[src/rtl/grad_div_sequencer_if.sv]
// Handshake and divider-operand bundle for grad_div_sequencer.
// slave: the sequencer itself. master: the environment (source, divider, consumer).
interface grad_div_sequencer_if;
  logic        in_valid;
  logic        in_ready;
  logic [15:0] gradh;
  logic [15:0] gradv;
  logic [23:0] dvdnd;
  logic [15:0] dvisor;
  logic [7:0]  q_in;
  logic [15:0] r_in;
  logic        out_valid;
  logic        out_ready;
  logic [7:0]  ratio;
  logic [15:0] rem;
  logic        zero_f;
  logic        sat_f;
  logic        scaled_f;

  modport slave (
    input  in_valid, gradh, gradv, q_in, r_in, out_ready,
    output in_ready, dvdnd, dvisor, out_valid, ratio, rem, zero_f, sat_f, scaled_f
  );

  modport master (
    output in_valid, gradh, gradv, q_in, r_in, out_ready,
    input  in_ready, dvdnd, dvisor, out_valid, ratio, rem, zero_f, sat_f, scaled_f
  );
endinterface

[src/rtl/grad_div_sequencer.sv]
// Front/back end for an external combinational 24/16 divider: forms
// operands from a gradient pair, waits a settle window, captures q/r and
// presents ratio = 256*gh/(gh+gv) with zero/saturation/overflow handling.
module grad_div_sequencer #(
  parameter int SETTLE_CYCLES = 4  // 1..255
) (
  input logic                  clk,
  input logic                  rst,
  grad_div_sequencer_if.slave  bus
);

  localparam logic [1:0] ST_IDLE   = 2'd0;
  localparam logic [1:0] ST_SETTLE = 2'd1;
  localparam logic [1:0] ST_OUT    = 2'd2;

  localparam logic [7:0] CNT_LOAD = 8'(SETTLE_CYCLES - 1);

  logic [1:0]  state_q,    state_d;
  logic [7:0]  cnt_q,      cnt_d;
  logic [23:0] dvdnd_q,    dvdnd_d;
  logic [15:0] dvisor_q,   dvisor_d;
  logic [7:0]  ratio_q,    ratio_d;
  logic [15:0] rem_q,      rem_d;
  logic        zero_q,     zero_d;
  logic        sat_q,      sat_d;
  logic        scaled_q,   scaled_d;

  logic [16:0] sum;
  logic [15:0] h_op;
  logic [15:0] d_op;
  logic        accept;

  assign accept = (state_q == ST_IDLE) && bus.in_valid;

  // Operand formation: halve both operands when the sum overflows 16 bits
  // so the ratio is preserved and the divisor still fits.
  always_comb begin
    sum  = {1'b0, bus.gradh} + {1'b0, bus.gradv};
    h_op = bus.gradh;
    d_op = sum[15:0];
    if (sum[16]) begin
      h_op = bus.gradh >> 1;
      d_op = sum[16:1];
    end
  end

  // Next-state logic for FSM, settle counter, operands and results.
  always_comb begin
    state_d  = state_q;
    cnt_d    = cnt_q;
    dvdnd_d  = dvdnd_q;
    dvisor_d = dvisor_q;
    ratio_d  = ratio_q;
    rem_d    = rem_q;
    zero_d   = zero_q;
    sat_d    = sat_q;
    scaled_d = scaled_q;
    case (state_q)
      ST_IDLE: begin
        if (accept) begin
          zero_d   = (bus.gradh == 16'd0) && (bus.gradv == 16'd0);
          sat_d    = (bus.gradv == 16'd0) && (bus.gradh != 16'd0);
          scaled_d = sum[16];
          // Zero pair: keep the divider away from a zero divisor.
          if (zero_d) begin
            dvdnd_d  = 24'd0;
            dvisor_d = 16'd1;
          end else begin
            dvdnd_d  = {h_op, 8'h00};
            dvisor_d = d_op;
          end
          cnt_d   = CNT_LOAD;
          state_d = ST_SETTLE;
        end
      end
      ST_SETTLE: begin
        if (cnt_q == 8'd0) begin
          if (zero_q) begin
            ratio_d = 8'd0;
            rem_d   = 16'd0;
          end else if (sat_q) begin
            // gv==0 gives a true quotient of 256, which would truncate.
            ratio_d = 8'd255;
            rem_d   = 16'd0;
          end else begin
            ratio_d = bus.q_in;
            rem_d   = bus.r_in;
          end
          state_d = ST_OUT;
        end else begin
          cnt_d = cnt_q - 8'd1;
        end
      end
      ST_OUT: begin
        if (bus.out_ready) state_d = ST_IDLE;
      end
      default: state_d = ST_IDLE;
    endcase
  end

  // State registers with synchronous reset.
  always_ff @(posedge clk) begin
    if (rst) begin
      state_q  <= ST_IDLE;
      cnt_q    <= 8'd0;
      dvdnd_q  <= 24'd0;
      dvisor_q <= 16'd1;
      ratio_q  <= 8'd0;
      rem_q    <= 16'd0;
      zero_q   <= 1'b0;
      sat_q    <= 1'b0;
      scaled_q <= 1'b0;
    end else begin
      state_q  <= state_d;
      cnt_q    <= cnt_d;
      dvdnd_q  <= dvdnd_d;
      dvisor_q <= dvisor_d;
      ratio_q  <= ratio_d;
      rem_q    <= rem_d;
      zero_q   <= zero_d;
      sat_q    <= sat_d;
      scaled_q <= scaled_d;
    end
  end

  assign bus.in_ready  = (state_q == ST_IDLE);
  assign bus.out_valid = (state_q == ST_OUT);
  assign bus.dvdnd     = dvdnd_q;
  assign bus.dvisor    = dvisor_q;
  assign bus.ratio     = ratio_q;
  assign bus.rem       = rem_q;
  assign bus.zero_f    = zero_q;
  assign bus.sat_f     = sat_q;
  assign bus.scaled_f  = scaled_q;

endmodule

[src/flat_wrapper.sv]
// flat-port wrapper written by rule: the top's interface ports become plain ports
module grad_div_sequencer_flat 
#(
  parameter int SETTLE_CYCLES = 4           
)
  (clk, rst, bus_in_valid, bus_gradh, bus_gradv, bus_q_in, bus_r_in, bus_out_ready, bus_in_ready, bus_dvdnd, bus_dvisor, bus_out_valid, bus_ratio, bus_rem, bus_zero_f, bus_sat_f, bus_scaled_f);
  grad_div_sequencer_if bus_i ();
  input logic clk;
  input logic rst;
  input wire logic [$bits(bus_i.in_valid)-1:0] bus_in_valid;
  input wire logic [$bits(bus_i.gradh)-1:0] bus_gradh;
  input wire logic [$bits(bus_i.gradv)-1:0] bus_gradv;
  input wire logic [$bits(bus_i.q_in)-1:0] bus_q_in;
  input wire logic [$bits(bus_i.r_in)-1:0] bus_r_in;
  input wire logic [$bits(bus_i.out_ready)-1:0] bus_out_ready;
  output wire logic [$bits(bus_i.in_ready)-1:0] bus_in_ready;
  output wire logic [$bits(bus_i.dvdnd)-1:0] bus_dvdnd;
  output wire logic [$bits(bus_i.dvisor)-1:0] bus_dvisor;
  output wire logic [$bits(bus_i.out_valid)-1:0] bus_out_valid;
  output wire logic [$bits(bus_i.ratio)-1:0] bus_ratio;
  output wire logic [$bits(bus_i.rem)-1:0] bus_rem;
  output wire logic [$bits(bus_i.zero_f)-1:0] bus_zero_f;
  output wire logic [$bits(bus_i.sat_f)-1:0] bus_sat_f;
  output wire logic [$bits(bus_i.scaled_f)-1:0] bus_scaled_f;
  assign bus_i.in_valid = bus_in_valid;
  assign bus_i.gradh = bus_gradh;
  assign bus_i.gradv = bus_gradv;
  assign bus_i.q_in = bus_q_in;
  assign bus_i.r_in = bus_r_in;
  assign bus_i.out_ready = bus_out_ready;
  assign bus_in_ready = bus_i.in_ready;
  assign bus_dvdnd = bus_i.dvdnd;
  assign bus_dvisor = bus_i.dvisor;
  assign bus_out_valid = bus_i.out_valid;
  assign bus_ratio = bus_i.ratio;
  assign bus_rem = bus_i.rem;
  assign bus_zero_f = bus_i.zero_f;
  assign bus_sat_f = bus_i.sat_f;
  assign bus_scaled_f = bus_i.scaled_f;
  grad_div_sequencer #(.SETTLE_CYCLES(SETTLE_CYCLES)) u_core (.clk(clk), .rst(rst), .bus(bus_i));
endmodule
[config.mk]
export PLATFORM = sky130hd
export DESIGN_NAME = grad_div_sequencer_flat
export DESIGN_NICKNAME = d
export VERILOG_FILES = /design/src/rtl/grad_div_sequencer_if.sv /design/src/rtl/grad_div_sequencer.sv /design/src/flat_wrapper.sv
export SDC_FILE = /design/constraint.sdc
export NUM_CORES = 1
export LEC_CHECK = 0
export CORE_UTILIZATION = 40
export DETAILED_ROUTE_END_ITERATION = 10
export GPL_TIMING_DRIVEN = 1
export PLACE_DENSITY = 0.82
export SLEW_MARGIN = 40
export SYNTH_ARGS = -nofsm -noshare
export SYNTH_HDL_FRONTEND = slang
export SYNTH_SLANG_ARGS = --single-unit
export TNS_END_PERCENT = 30
[constraint.sdc]
create_clock -name clk -period 5.26 [get_ports clk]
set_clock_uncertainty 0.2 [all_clocks]
set_input_delay 1.052 -clock clk [delete_from_list [all_inputs] [get_ports clk]]
set_output_delay 1.052 -clock clk [all_outputs]
set_load 0.02 [all_outputs]
==> metrics.md <==
| Metric | Value |
|---|---|
| Core area | 9280 sq um |
| R2R Path End | u_core.bus.ratio[0] |
| Final hold vios | 0 |
| Relative slew slack | 47.8% |
| Dpl ws | 1070 ps |
| Unrepaired setup endpoints after global routing | false |
| HP Class | flop to flop |
| Critical Path Max Stage Delay | 520 ps |
| EDFF count, synth | 0 |
| Ys async rst share | 0% |
| Crit. End Element | flop |
| #FFs+latches synth | 69 |
| Synth area leader | dfxtp_1 |
| Initial drt markers | 205 |
| Final Setup Violations | 0 |
| R2R setup slack | 2610 ps |
| CP top delay family | compound AO/OA/AOI/OAI gates |
| I/O Pins | 129 |
| Final worst slack | 1380 ps |
| Post-route ant nets | 0 |
| Slew Limit Fails | 0 |
| Area grow syn2layout | 39.5% |
| Post-synth cell types | 57 |
| First-pass GRT wire length | 17700 microns |
| Worst Hold Path EP | u_core.bus.rem[10] |
| Critical Path RT | 5250 ps |
| Port Buf Inserts | 120 |
| Commonest non-fill, non-tap cell in the layout | clkdlybuf4s50_1 |
| Max VDD drop | 0.000156 V |
| Layout Nets | 655 |
| Grt met3 use | 4.32% |
| Syn Inst Count | 467 |
| Critical Path Source Type | primary input |
| Number of global-route vias before repair | 3713 |
| Per-cell routed wire length | 15.2 microns |
| Setup Buffers After CTS | 0 |
| Sequential area share after synthesis | 35.7% |
| Busiest grt layer | met2 |
| GRT Overall Usage | 22.1% |
| Most frequent cells in the layout | 120 x clkdlybuf4s50_1, 69 x dfxtp_1, 50 x nand2_1 |
| Drt pass-1 iters | 4 |
| DR vias | 3804 |
| Yosys warns | 0 |
| # DRC | 0 |
| CP Class | primary input to flop |
| Worst Path Buf+Inv | 3 |
| Design Area, Final | 5400 sq um |
| Worst reg2reg path startpoint | u_core.cnt_q[2] |
| Lkg Pwr | 2.13 nW |
| Crit Path Max Fanout | 12 |
| Crit path cell chain | clkdlybuf4s50_1, ha_1, inv_1, fa_1, nand2b_1, a21oi_1, o21ai_0, a21o_1, buf_4, mux2i_1, o21ai_0 |
| Worst hold start | u_core.bus.rem[10] |
| Wirelength, routed | 10800 microns |
| Reg2Reg Depth | 6 |
| Yosys top cell area share | 35.7% |
| Antenna violations before repair | 0 |
| Num Clock Sinks | 69 |
| Clock Pin Slew Worst Setup and Hold Paths | 80 ps |
| # diodes | 0 |
| Measured slew at the worst slew-check pin | 781 ps |
| Hold_buf cts | 0 |
| Die height | 100 microns |
| Min Tclk post-route | 3880 ps |
| Routability cong. | 0.855 |
| H-tree Lvls | 3 |
| FP Rows | 35 |
| Placed Area | 5120 sq um |
| Largest net degree at the start of global routing | 36 |
| Root buf cell | clkbuf_8 |
| Drt via density | 5.36 |
| Top_reg_cell synth | dfxtp_1 |
| Worst-skew pair later-pin latency | 340 ps |
| Worst Hold Depth | 2 |
| Min Hold Slack | 256 ps |
| Stages on the worst setup path | 11 |
| Share of layout cells above drive strength 1 | 6.20% |
| Grt ovf | 0 |
| Num CTS Buffers | 9 |
| Critical Path AT | 3870 ps |
| Cell area after synthesis | 3870 sq um |
| Starting density of the core | 41.7% |
| TritonCTS clock tree | yes |
| Die ar. | 10100 sq um |
| Worst path slowest cell | clkdlybuf4s50_1 |
| Post_cts resized | 0 |
| Met2 usage | 36.6% |
| Dpl hpwl | 8350 microns |
| Total power | 1.95 mW |
| Mapped Avg Cell Area | 8.28 sq um |
| Cell Pwr Density | 362 nW/um^2 |
| GR Util met1 | 27.6% |
| Cell repeated most along the worst path | o21ai_0 |
| Tcrit/Tclk final | 73.8% |
| Max-cap violation count | 0 |
| Synth area leaders | dfxtp_1 36%, mux2i_1 6.7%, ha_1 5.8%, a21oi_1 5.4%, nand2_1 4.9% |
| Max Fclk | 258 MHz |
| Fin Setup TNS | 0 ps |
| Chip width | 100 microns |
| Maximum root-to-sink buffer count | 2 |
| Run status | finished, final reports clean |
==> tightest hold or removal path, cell delays in order, from the launching register on <==
cell	delay, ps
dfxtp_1	310
nand2_1	50
a21oi_1	50
==> cell usage after synthesis (2+ instances only) <==
cell type and count:
ha_1 18, buf_2 5, a22o_1 4, xor2_1 7, nor4_1 11, or3_1 2, inv_1 12, dfxtp_1 69
nand2b_1 8, a211oi_1 6, a21oi_1 42, buf_4 8, o21ai_0 30, nor3_2 5, and2_1 7, a31oi_1 2
and3_1 2, a21o_1 7, mux2i_1 26, o21a_1 2, nand3_1 18, nor2_1 46, nand2_1 50, nor3b_1 2
o211ai_1 4, a221o_1 4, buf_6 2, xnor2_1 11, mux2_2 2, clkbuf_1 17, nor3_1 10, a311o_1 2
nand4_1 2
==> logic make-up after synthesis <==
kind of cell,after synthesis,synth area share [%]
AND/OR/NAND/NOR,172,22.0
AO/OA/AOI/OAI,116,18.9
flip-flops,69,35.7
buffers and inverters,44,5.59
multiplexers,28,7.31
adder cells (fa/ha/maj),19,6.34
XOR/XNOR,18,4.08
other,1,0.0969
==> registers in the layout, summed over array words and instances, names as in the netlist <==
register	count
u_core.bus.ratio	8
u_core.bus.zero_f	1
u_core.cnt_q	8
u_core.bus.dvisor	16
u_core.bus.dvdnd	16
u_core.bus.scaled_f	1
u_core.bus.sat_f	1
u_core.state_q	2
u_core.bus.rem	16
==> area by class of cell <==
cell class,count,area [sq um]
fill,818,3890
multi-input combinational,361,2320
sequential,69,1380
timing repair buffer,123,1220
tap,129,161
clock inverter,7,145
clock buffer,9,124
inverter,12,45.0
==> metal layers <==
metal | vias to the layer above | wire length [microns]
met5 | - | 0
met1 | 1775 | 4660
met2 | 142 | 5160
met4 | 0 | 330
li1 | 1861 | -
met3 | 26 | 659
==> report_power, final <==
group | leakage, nW | switching, mW | internal, mW
Clock | 0.130 | 0.213 | 0.365
Sequential | 0.564 | 0.0582 | 0.602
Combinational | 1.44 | 0.387 | 0.326
Total | 2.13 | 0.659 | 1.29
==> worst max path at each step <==
stage | end | start
2_1_floorplan | u_core.bus.dvisor[6] | bus_gradv[0]
3_3_place_gp | u_core.bus.dvisor[13] | bus_gradv[1]
3_5_place_dp | u_core.bus.dvisor[5] | bus_gradh[0]
4_1_cts | u_core.bus.dvisor[2] | bus_gradh[0]
5_1_grt | u_core.bus.dvisor[2] | bus_gradh[0]
6_report | u_core.bus.dvisor[2] | bus_gradh[0]
==> stage by stage <==
step                utilization [%]  instances
CTS                            58.1        710
detailed placement             55.2        694
floorplan                         -        474
finish                         58.1        710
global route                   58.1        710
global placement               55.1        694
Power figures use the tool's default switching activity.
